<file path="src/rtl/online_pkg.sv">
// Shared definitions for the online (redundant-digit) filter sections.
// Contents:
//   NDIG_OFFSET : digit-count offset over the pole precision (NDIG = Stage + 13)
//   DIG_POS     : borrow-save digit code for +1 (p=1, n=0)
//   DIG_NEG     : borrow-save digit code for -1 (p=0, n=1)
//   state_t     : serial-converter FSM states
package online_pkg;

   localparam int NDIG_OFFSET = 13;

   localparam logic [1:0] DIG_POS = 2'b10;
   localparam logic [1:0] DIG_NEG = 2'b01;

   typedef enum logic [1:0] {
      IDLE = 2'd0,
      CONV = 2'd1,
      DONE = 2'd2
   } state_t;

endpackage

</file>
<file path="src/rtl/online_otf_step.sv">
// One-digit on-the-fly conversion step (combinational).
// Q holds the converted prefix, QM holds Q-1; both shift left by one
// position and append a bit chosen by the incoming signed digit.
// Ports:
//   q, qm           : current Q / QM registers (W bits)
//   dig             : borrow-save digit {p, n}; 00 and 11 both mean 0
//   q_next, qm_next : updated Q / QM
module online_otf_step
   import online_pkg::*;
#(
   parameter int W = 22
) (
   input  logic [W-1:0] q,
   input  logic [W-1:0] qm,
   input  logic [1:0]   dig,
   output logic [W-1:0] q_next,
   output logic [W-1:0] qm_next
);

   always_comb begin
      // digit 0 (codes 00 and 11)
      q_next  = q << 1;
      qm_next = (qm << 1) | W'(1);
      case (dig)
         DIG_POS: begin
            q_next  = (q << 1) | W'(1);
            qm_next = q << 1;
         end
         DIG_NEG: begin
            q_next  = (qm << 1) | W'(1);
            qm_next = qm << 1;
         end
         default: ;
      endcase
   end

endmodule

</file>
<file path="src/rtl/online_rd2tc_serial.sv">
// Borrow-save to two's-complement serial converter.
// Accepts one parallel borrow-save word, converts it MSB-first at one digit
// per clock with an on-the-fly converter, and presents the result with a
// valid/ready handshake.
//
// state | meaning
// IDLE  | waiting for a word, in_ready=1
// CONV  | consuming one digit per cycle, busy=1
// DONE  | result held on dout, out_valid=1 until out_ready
//
// Ports:
//   clk, nrst           : clock, asynchronous active-low reset
//   din, in_valid       : borrow-save input word (digit i = din[2i+1:2i], {p,n})
//   in_ready            : word accepted on this edge when in_valid is high
//   dout, out_valid     : two's-complement result (NDIG+1 bits) and its valid
//   out_ready           : consumer takes dout
//   busy                : conversion in progress
module online_rd2tc_serial
   import online_pkg::*;
#(
   parameter int Stage = 8,
   localparam int NDIG = Stage + NDIG_OFFSET
) (
   input  logic              clk,
   input  logic              nrst,
   input  logic [2*NDIG-1:0] din,
   input  logic              in_valid,
   output logic              in_ready,
   output logic [NDIG:0]     dout,
   output logic              out_valid,
   input  logic              out_ready,
   output logic              busy
);

   localparam int W  = NDIG + 1;
   localparam int CW = $clog2(NDIG);

   state_t              state;
   logic [2*NDIG-1:0]   sreg;
   logic [W-1:0]        q;
   logic [W-1:0]        qm;
   logic [W-1:0]        q_nx;
   logic [W-1:0]        qm_nx;
   logic [CW-1:0]       cnt;
   logic                idle_rdy;
   logic                accept;

   // idle_rdy mirrors state==IDLE but stays low during reset so in_ready
   // only rises on the first edge after release.
   assign in_ready = idle_rdy | (out_valid & out_ready);
   assign accept   = in_valid & in_ready;
   assign dout     = q;

   online_otf_step #(.W(W)) u_step (
      .q       (q),
      .qm      (qm),
      .dig     (sreg[2*NDIG-1 -: 2]),
      .q_next  (q_nx),
      .qm_next (qm_nx)
   );

   always_ff @(posedge clk or negedge nrst) begin
      if (!nrst) begin
         state     <= IDLE;
         sreg      <= '0;
         q         <= '0;
         qm        <= '1;
         cnt       <= '0;
         idle_rdy  <= 1'b0;
         out_valid <= 1'b0;
         busy      <= 1'b0;
      end else begin
         case (state)
            IDLE: begin
               if (accept) begin
                  sreg     <= din;
                  q        <= '0;
                  qm       <= '1;
                  cnt      <= CW'(NDIG - 1);
                  state    <= CONV;
                  busy     <= 1'b1;
                  idle_rdy <= 1'b0;
               end else begin
                  idle_rdy <= 1'b1;
               end
            end
            CONV: begin
               q    <= q_nx;
               qm   <= qm_nx;
               sreg <= sreg << 2;
               if (cnt == '0) begin
                  state     <= DONE;
                  busy      <= 1'b0;
                  out_valid <= 1'b1;
               end else begin
                  cnt <= cnt - 1'b1;
               end
            end
            DONE: begin
               if (out_ready) begin
                  out_valid <= 1'b0;
                  if (in_valid) begin
                     // retire and capture on the same edge
                     sreg  <= din;
                     q     <= '0;
                     qm    <= '1;
                     cnt   <= CW'(NDIG - 1);
                     state <= CONV;
                     busy  <= 1'b1;
                  end else begin
                     state    <= IDLE;
                     idle_rdy <= 1'b1;
                  end
               end
            end
            default: begin
               state    <= IDLE;
               idle_rdy <= 1'b0;
               busy     <= 1'b0;
               out_valid <= 1'b0;
            end
         endcase
      end
   end

endmodule

</file>
<file path="config.mk">
export PLATFORM = sky130hd
export DESIGN_NAME = online_rd2tc_serial
export DESIGN_NICKNAME = d
export VERILOG_FILES = /design/src/rtl/online_pkg.sv /design/src/rtl/online_otf_step.sv /design/src/rtl/online_rd2tc_serial.sv
export SDC_FILE = /design/constraint.sdc
export NUM_CORES = 1
export LEC_CHECK = 0
export CAP_MARGIN = 5
export CORE_MARGIN = 2
export CORE_UTILIZATION = 58
export CTS_CLUSTER_DIAMETER = 80
export DETAILED_ROUTE_END_ITERATION = 16
export GPL_TIMING_DRIVEN = 0
export MAX_ROUTING_LAYER = met4
export PLACE_DENSITY = 0.94
export SLEW_MARGIN = 10
export SYNTH_ARGS = -nofsm -noshare
export SYNTH_HDL_FRONTEND = slang
export SYNTH_HIERARCHICAL = 1
export SYNTH_SLANG_ARGS = --single-unit
</file>
<file path="constraint.sdc">
create_clock -name clk -period 4.35 [get_ports clk]
set_input_delay 0.6525 -clock clk [delete_from_list [all_inputs] [get_ports clk]]
set_output_delay 0.6525 -clock clk [all_outputs]
set_load 0.01 [all_outputs]
</file>
# ---- Yosys cells after proc, flatten, opt, wreduce, memory -nomap -nowiden
# Index checks and enable logic that the tools add are counted.
dict set report word_totals {
  reg_bits 95
  latchBits 0
  ram_bits 0
  romBits 0
  input_bits 46
  out_inout_bits 25
  memories 0
}
dict set report op_classes {
  addsub 1
  mul 0
  div_mod_pow 0
  order_cmp 0
  eq_ne 10
  shift 0
  muxes 36
  bitwise 5
  n_reduce_logical 9
}
# op n
set ops {}
lappend ops {{$mux W42} 3}
lappend ops {{$pmux W42 S3} 1}
lappend ops {{$mux W22} 3}
lappend ops {{$pmux W22 S3} 1}
lappend ops {{$mux W21} 3}
lappend ops {{$pmux W21 S3} 1}
lappend ops {{$pmux W22 S2} 1}
lappend ops {{$pmux W21 S2} 1}
lappend ops {{$mux W5} 4}
lappend ops {{$pmux W5 S3} 1}
lappend ops {{$ne A2 B2 Y1 const B} 6}
lappend ops {{$mux W1} 10}
lappend ops {{$pmux W1 S3} 3}
lappend ops {{$reduce_and A3 Y1} 3}
lappend ops {{$reduce_and A4 Y1} 2}
lappend ops {{$mux W2} 3}
lappend ops {{$pmux W2 S3} 1}
lappend ops {{$logic_not A5 Y1} 1}
lappend ops {{$reduce_and A5 Y1} 1}
lappend ops {{$sub A5 B1 Y5 const B} 1}
lappend ops {{$eq A2 B1 Y1 const B} 2}
lappend ops {{$eq A2 B2 Y1 const B} 2}
lappend ops {{$reduce_bool A3 Y1} 1}
lappend ops {{$and A1 B1 Y1} 2}
lappend ops {{3 further kinds} 4}

# ---- Depth between registers and ports, before layout
# Gate-level depths: netlist of the first run.
dict set report depth {
  word_depth 5
  ltp_mapped 7
  depth_no_buf 5
}

# ---- Cells and area by module
# Netlist of the first run, hierarchy kept.
# mod n_inst cells_per_inst area_per_inst_um2
set modules_own_cells {}
lappend modules_own_cells {online_rd2tc_serial 1 286 4176.5}
lappend modules_own_cells {online_otf_step 1 59 509.2}

# ---- Worst setup path after synthesis of the first run
# No wires, ideal clock.
dict set report synth_path {
  kind {input to register}
  from {input port out_ready}
  to {register sreg[10]}
  setup_ns 0.125
  t_arrival_ns 1.597
  required_ns 4.225
  path_slack_ns 2.628
  stages 4
  n_path_buf 1
  cell_sequence {o21ai_1 o221ai_4 buf_6 mux2_2}
}
dict set report synth_via {
  elab_chain_cells 5
  elab_cells_between_ends 6
}
# item line
set synth_rtl {}
lappend synth_rtl {{start, declared} online_rd2tc_serial.sv:31} ;# input logic out_ready,
lappend synth_rtl {{$and A1 B1 Y1} online_rd2tc_serial.sv:50} ;# assign in_ready = idle_rdy | (out_valid & out_ready);
lappend synth_rtl {{$or A1 B1 Y1} online_rd2tc_serial.sv:50}
lappend synth_rtl {{$and A1 B1 Y1} online_rd2tc_serial.sv:51} ;# assign accept = in_valid & in_ready;
lappend synth_rtl {{$ne A2 B2 Y1 (no source line)} --}
lappend synth_rtl {{$reduce_and A4 Y1 (no source line) (*)} --}
lappend synth_rtl {{end signal, assigned} online_rd2tc_serial.sv:76} ;# sreg <= din;
lappend synth_rtl {{end signal, assigned} online_rd2tc_serial.sv:90} ;# sreg <= sreg << 2;
lappend synth_rtl {{end signal, assigned} online_rd2tc_serial.sv:104} ;# sreg <= din;
lappend synth_rtl {{end, declared} online_rd2tc_serial.sv:39} ;# logic [2*NDIG-1:0] sreg;
# Every way passes the cells marked *; elsewhere a longest branch is shown, timed or not.
# A chain may end at the register's enable or synchronous reset.

# ---- Worst setup path in the final report of the first run
dict set report layout_path {
  from {input port out_ready}
  to {output port in_ready}
}
dict set report layout_via {
  elab_chain_cells 2
}
# item line
set layout_rtl {}
lappend layout_rtl {{$and A1 B1 Y1} online_rd2tc_serial.sv:50}
lappend layout_rtl {{$or A1 B1 Y1} online_rd2tc_serial.sv:50}
lappend layout_rtl {{end, declared} online_rd2tc_serial.sv:28} ;# output logic in_ready,
# Every way passes these cells.

==> metrics.txt, run 1 <==
pin count of the biggest net entering global routing 63; crit path time final around 2.5 ns; routed vias/inst 6.04; Inserted Diodes 0; endpoint arrival time on the critical path approximately 1.9 ns; root buf cell sky130_fd_sc_hd__clkbuf_8; Post-Syn Area roughly 0.0046 mm²; syn_nets 391; Layout Area Growth over Synthesis 23.4%; Synthesis Warnings 6; share of cells above drive strength 1 0.338; routability-driven placement congestion ratio approximately 0.84; clk buf depth 2; Crit path required time 3.70 ns; Starting Density 0.601; Worst VDD drop 348 µV; register area between 0.002 and 0.0025 mm²; Post-Syn Instances 342; Clock Skew between 0.01 and 0.015 ns; remaining number of nets flagged by the antenna check after routing 0; number of max-capacitance violations reported 0; leading cell types in the layout, fill and taps excluded sky130_fd_sc_hd__mux2_2 (76), sky130_fd_sc_hd__dfrtp_1 (74), sky130_fd_sc_hd__clkdlybuf4s50_1 (69); placement-stage worst setup slack 1.85 ns; Nets 473; vias in the first global route 3,334; number of gates given a new drive strength after cts 0; share of the clock period used by the worst path 0.579; core area 0.00773 mm²; gr usage total 0.237; Tightest Hold Check Type primary input to async pin; CP startpoint kind primary input; Total Routed Length between 9000 and 10,000 µm; number of H-tree branching levels 3; insertion delay of the later-clocked pin in the worst-skew pair between 0.3 and 0.4 ns; number of design-rule violations left by the first detailed-router iteration 164; first-pass GRT wire length 15,900 µm; global routing met3 resource utilization 0.0419; cell area power density 849 mW/mm²; relative slew slack 0.500; max-slew violation count 0; Top Ports 71; aggregate global routing overflow 0; detail-routed net length per standard cell 17.8 µm; RSZ-0062 raised after global routing no; final worst setup slack roughly 1.8 ns; HPWL after DPL 6630 µm; number of buffers added for setup after CTS 0; layer carrying the most global-route usage met2; run status finished clean; logic depth of the worst register-to-register path 5; Hold Worst Slack 0.244 ns; number of port buffers 70; total iterations of the first detailed-routing run 4; Rows 32; final setup violation count 0; final-report hold violation count 0; Pleak 2.46 nW; clock-pin slew reported for the worst setup and hold paths after clock tree synthesis 0.09 ns; Die Wd 93.5 µm; Max Fanout on Critical Path 4; Worst Setup End Kind primary output; met1 usage in global routing 0.289; antenna violations before repair 0; height of the die 93.5 µm; type of the setup path with the least slack primary input to primary output; drt drc 0; hold buffer count at CTS 0; CTS tree done; number of buffers created by CTS 9; footprint of the multi-input gates 0.00199 mm²; maximum frequency from static timing analysis 0.397 GHz; count of vias placed by the detailed router 3,209; transition time of the tightest slew-check pin around 0.75 ns; area of the die 0.00873 mm²; Filler Cells Inserted 505; syn_area_per_cell 13.6 µm²; clock sink count 95; commonest non-fill, non-tap cell in the layout sky130_fd_sc_hd__mux2_2; Sum Neg Setup Slack 0 ns; global routing met2 resource utilization 0.399
[per-layer routing]
metal / vias up / share of wire / routed length (µm)
met2: 103 / 0.50 / 4760
met3: 16 / 0.055 / 520
met1: 1619 / 0.43 / 4050
met5: - / 0 / 0
met4: 0 / 0.015 / 146
li1: 1471 / - / -
[stage by stage]
step,cells,total power [W],util,cell area (µm²)
finish,531,0.00486,0.741,5730
floorplan,342,0.00352,-,4640
global placement,514,0.00406,0.708,5470
CTS,531,0.00488,0.741,5730
global route,531,0.00518,0.741,5730
detailed placement,515,0.00420,0.711,5500
[worst paths after layout]
check                           end  slack (ns)       from
setup / recovery           in_ready        1.83  out_ready
hold / removal              dout[4]        0.24       nrst
setup reg to reg             cnt[2]        2.36     cnt[0]
hold reg to reg                busy        0.50       busy
max in group asynchronous     qm[0]        3.43       nrst
min in group clk               busy        0.50       busy
[critical path, cell delays in order]
cell	delay, ns
sky130_fd_sc_hd__clkdlybuf4s50_1	0.52
sky130_fd_sc_hd__a21o_1	0.16
sky130_fd_sc_hd__clkdlybuf4s50_1	0.53
[registers in the layout, summed over array words and instances, names as in the netlist]
| signal | count |
|---|---|
| qm | 21 |
| state | 2 |
| dout | 22 |
| busy | 1 |
| sreg | 42 |
| cnt | 5 |
| idle_rdy | 1 |
| out_valid | 1 |
[power by group]
group,switching [W],total [W],internal [W],leakage [nW]
Clock,0.000294,0.000664,0.000371,0.120
Sequential,0.000315,0.00172,0.00140,1.13
Combinational,0.00104,0.00248,0.00144,1.20
[final cells by class]
class                      count  area share
sequential                    95       0.420
multi-input combinational    212       0.348
timing repair buffer          71       0.127
buffer                        29      0.0387
clock buffer                  13      0.0295
tap                          102      0.0223
clock inverter                 3      0.0114
inverter                       6     0.00393
Note: power is estimated with default switching activity, not from simulation.
==> run 2: changes to the inputs <==
- CORE_UTILIZATION: 58 -> 54
- PLACE_DENSITY: 0.94 -> 0.89
- clock period: 4.35 -> 2.5 ns (I/O delays scaled with it)
==> metrics.txt, run 2 (synthesis gave the netlist of run 1 again) <==
number of port buffers 70 (unchanged); Max Fanout on Critical Path 4 (unchanged); number of buffers created by CTS 9 (unchanged); root buf cell sky130_fd_sc_hd__clkbuf_8; height of the die 96.7 µm (+3.5%); Starting Density 0.562 (-0.0386); number of H-tree branching levels 3 (unchanged); Pleak 2.45 nW (-0.22%); Largest register FFs 42 (unchanged); max-slew violation count 0 (unchanged); register-to-register setup slack 0.64 ns (-1.72 ns); run status finished clean; Rows 33 (+3.1%); RSZ-0062 raised after global routing no; share of the clock period used by the worst path 0.783; CP startpoint kind primary input; final setup violation count 0 (unchanged); first-pass GRT wire length 15,900 µm (+0.17%); end of the critical path in_ready; pin count of the biggest net entering global routing 64 (+1.6%); finished layout cell area 0.00573 mm² (about the same); leading cell types in the layout, fill and taps excluded sky130_fd_sc_hd__mux2_2 (76), sky130_fd_sc_hd__dfrtp_1 (74), sky130_fd_sc_hd__clkdlybuf4s50_1 (69); crit path launch out_ready; utilization after layout 0.694 (-0.0478); Total Routed Length 9440 µm (-0.33%); Tightest Hold Check Type flip-flop to flip-flop; clock-pin slew reported for the worst setup and hold paths after clock tree synthesis 0.09 ns (about the same); M1 WL 3960 µm (-2.1%); transition time of the tightest slew-check pin 0.724 ns (-0.0246 ns); CTS tree done; crit path time final about 2.0 ns; post-place instance area 0.00550 mm² (about the same); final-report hold violation count 0 (unchanged); logic depth of the worst register-to-register path 5 (unchanged); clk buf depth 2 (unchanged); aggregate global routing overflow 0 (unchanged); routability-driven placement congestion ratio 0.833 (-0.53%); detailed-routed wire length on met2 4900 µm (+3.1%); endpoint arrival time on the critical path 1.58 ns (-0.29 ns); remaining number of nets flagged by the antenna check after routing 0 (unchanged); Worst Setup End Kind primary output; cell area power density 1460 mW/mm² (+73%); number of buffers added for setup after CTS 0 (unchanged); gr usage total 0.212 (-0.0242); Clock Skew 0.0113 ns (+0.000279 ns); count of vias placed by the detailed router 3,189 (-0.62%); Worst VDD drop 710 µV (+100%); share of cells above drive strength 1 0.340 (+0.00154); largest register by flop count sreg; highest routed metal layer met4; core area 0.00826 mm² (+6.9%); Crit path required time 2.12 ns (-1.58 ns); endpoint of the worst register-to-register path cnt[2]; number of max-capacitance violations reported 0 (unchanged); area of the die 0.00935 mm² (+7.1%); Layout Area Growth over Synthesis 23.4% (about the same); antenna violations before repair 0 (unchanged); relative slew slack 0.516 (+0.0164); Filler Cells Inserted 605 (+20%); maximum frequency from static timing analysis 0.511 GHz; Inserted Diodes 0 (unchanged); Top Ports 71 (unchanged); detail-routed net length per standard cell 17.6 µm (-1.1%); number of design-rule violations left by the first detailed-router iteration 192 (+17%); total iterations of the first detailed-routing run 4 (unchanged); Die Wd 96.7 µm (+3.5%); source of the worst register-to-register timing path cnt[0]; commonest non-fill, non-tap cell in the layout sky130_fd_sc_hd__mux2_2; Nets 474 (+0.21%); vias in the first global route 3,327 (-0.21%); type of the setup path with the least slack primary input to primary output; HP Start sreg[38]; routed vias/inst 5.96 (-1.4%); HPWL after DPL 6660 µm (+0.44%); clock sink count 95 (unchanged); met3 routed WL 493 µm (-5.2%); insertion delay of the later-clocked pin in the worst-skew pair 0.35 ns (about the same); drt drc 0 (unchanged); Hold Worst Slack 0.487 ns (+0.243 ns)
[run 2: changes by cell type in the layout (fill, tap and decap cells not counted), sizes merged]
cell	before	now
clkbuf	18	14
inv	6	8
clkinv	1	2
clkinvlp	0	1
dlygate4sd3	0	1
[run 2: what timing repair did]
item / 4_1_cts / 5_1_grt
hold endpoints to repair: 19 / 0
resized for setup: 0 / 0
endpoints found under the setup margin: 0 / 0
hold buffers: 1 / 0
[run 2: worst min path at each step]
| stage | end | slack, ns | cells after the start |
|---|---|---|---|
| after floorplan | busy | 0.08 | 0 |
| after CTS | sreg[38] | 0.49 | 1 |
| after global routing | dout[5] | 0.52 | 2 |
| after global placement | sreg[38] | 0.46 | 1 |
| after detailed placement | dout[6] | 0.34 | 1 |
| final | sreg[38] | 0.49 | 1 |
[run 2: through the flow]
step	setup TNS, ns	setup WS, ns	std cells	power (W)
global route	0	0.497	535	0.00894
CTS	0	0.548	535	0.00843
global placement	-193.86	-2.29	517	0.00708
finish	0	0.543	535	0.00839
detailed placement	0	0.318	518	0.00730
floorplan	0	0.905	342	0.00612
[run 2: final cells by class]
| class | count | area, µm² | area share |
|---|---|---|---|
| buffer | 29 | 221 | 0.0387 |
| clock buffer | 9 | 124 | 0.0216 |
| clock inverter | 7 | 95.1 | 0.0166 |
| inverter | 6 | 22.5 | 0.00393 |
| multi-input combinational | 212 | 1990 | 0.348 |
| sequential | 95 | 2400 | 0.420 |
| tap | 105 | 131 | 0.0229 |
| timing repair buffer | 72 | 736 | 0.128 |
[run 2: worst max-delay path, stage by stage]
cell and delay [ns]:
sky130_fd_sc_hd__clkdlybuf4s50_1 0.52, sky130_fd_sc_hd__a21o_1 0.15, sky130_fd_sc_hd__clkdlybuf4s50_1 0.53
[run 2: power by group]
part / internal (W) / switching, W
registers: 0.00244 / 0.000544
logic: 0.00251 / 0.00179
clock network: 0.000567 / 0.000535
total: 0.00552 / 0.00287
[run 2: metal layers]
layer	vias up	global-route usage
met3	10	0.0614
met5	-	-
met1	1612	0.255
li1	1468	-
met2	99	0.363
met4	0	0.0379
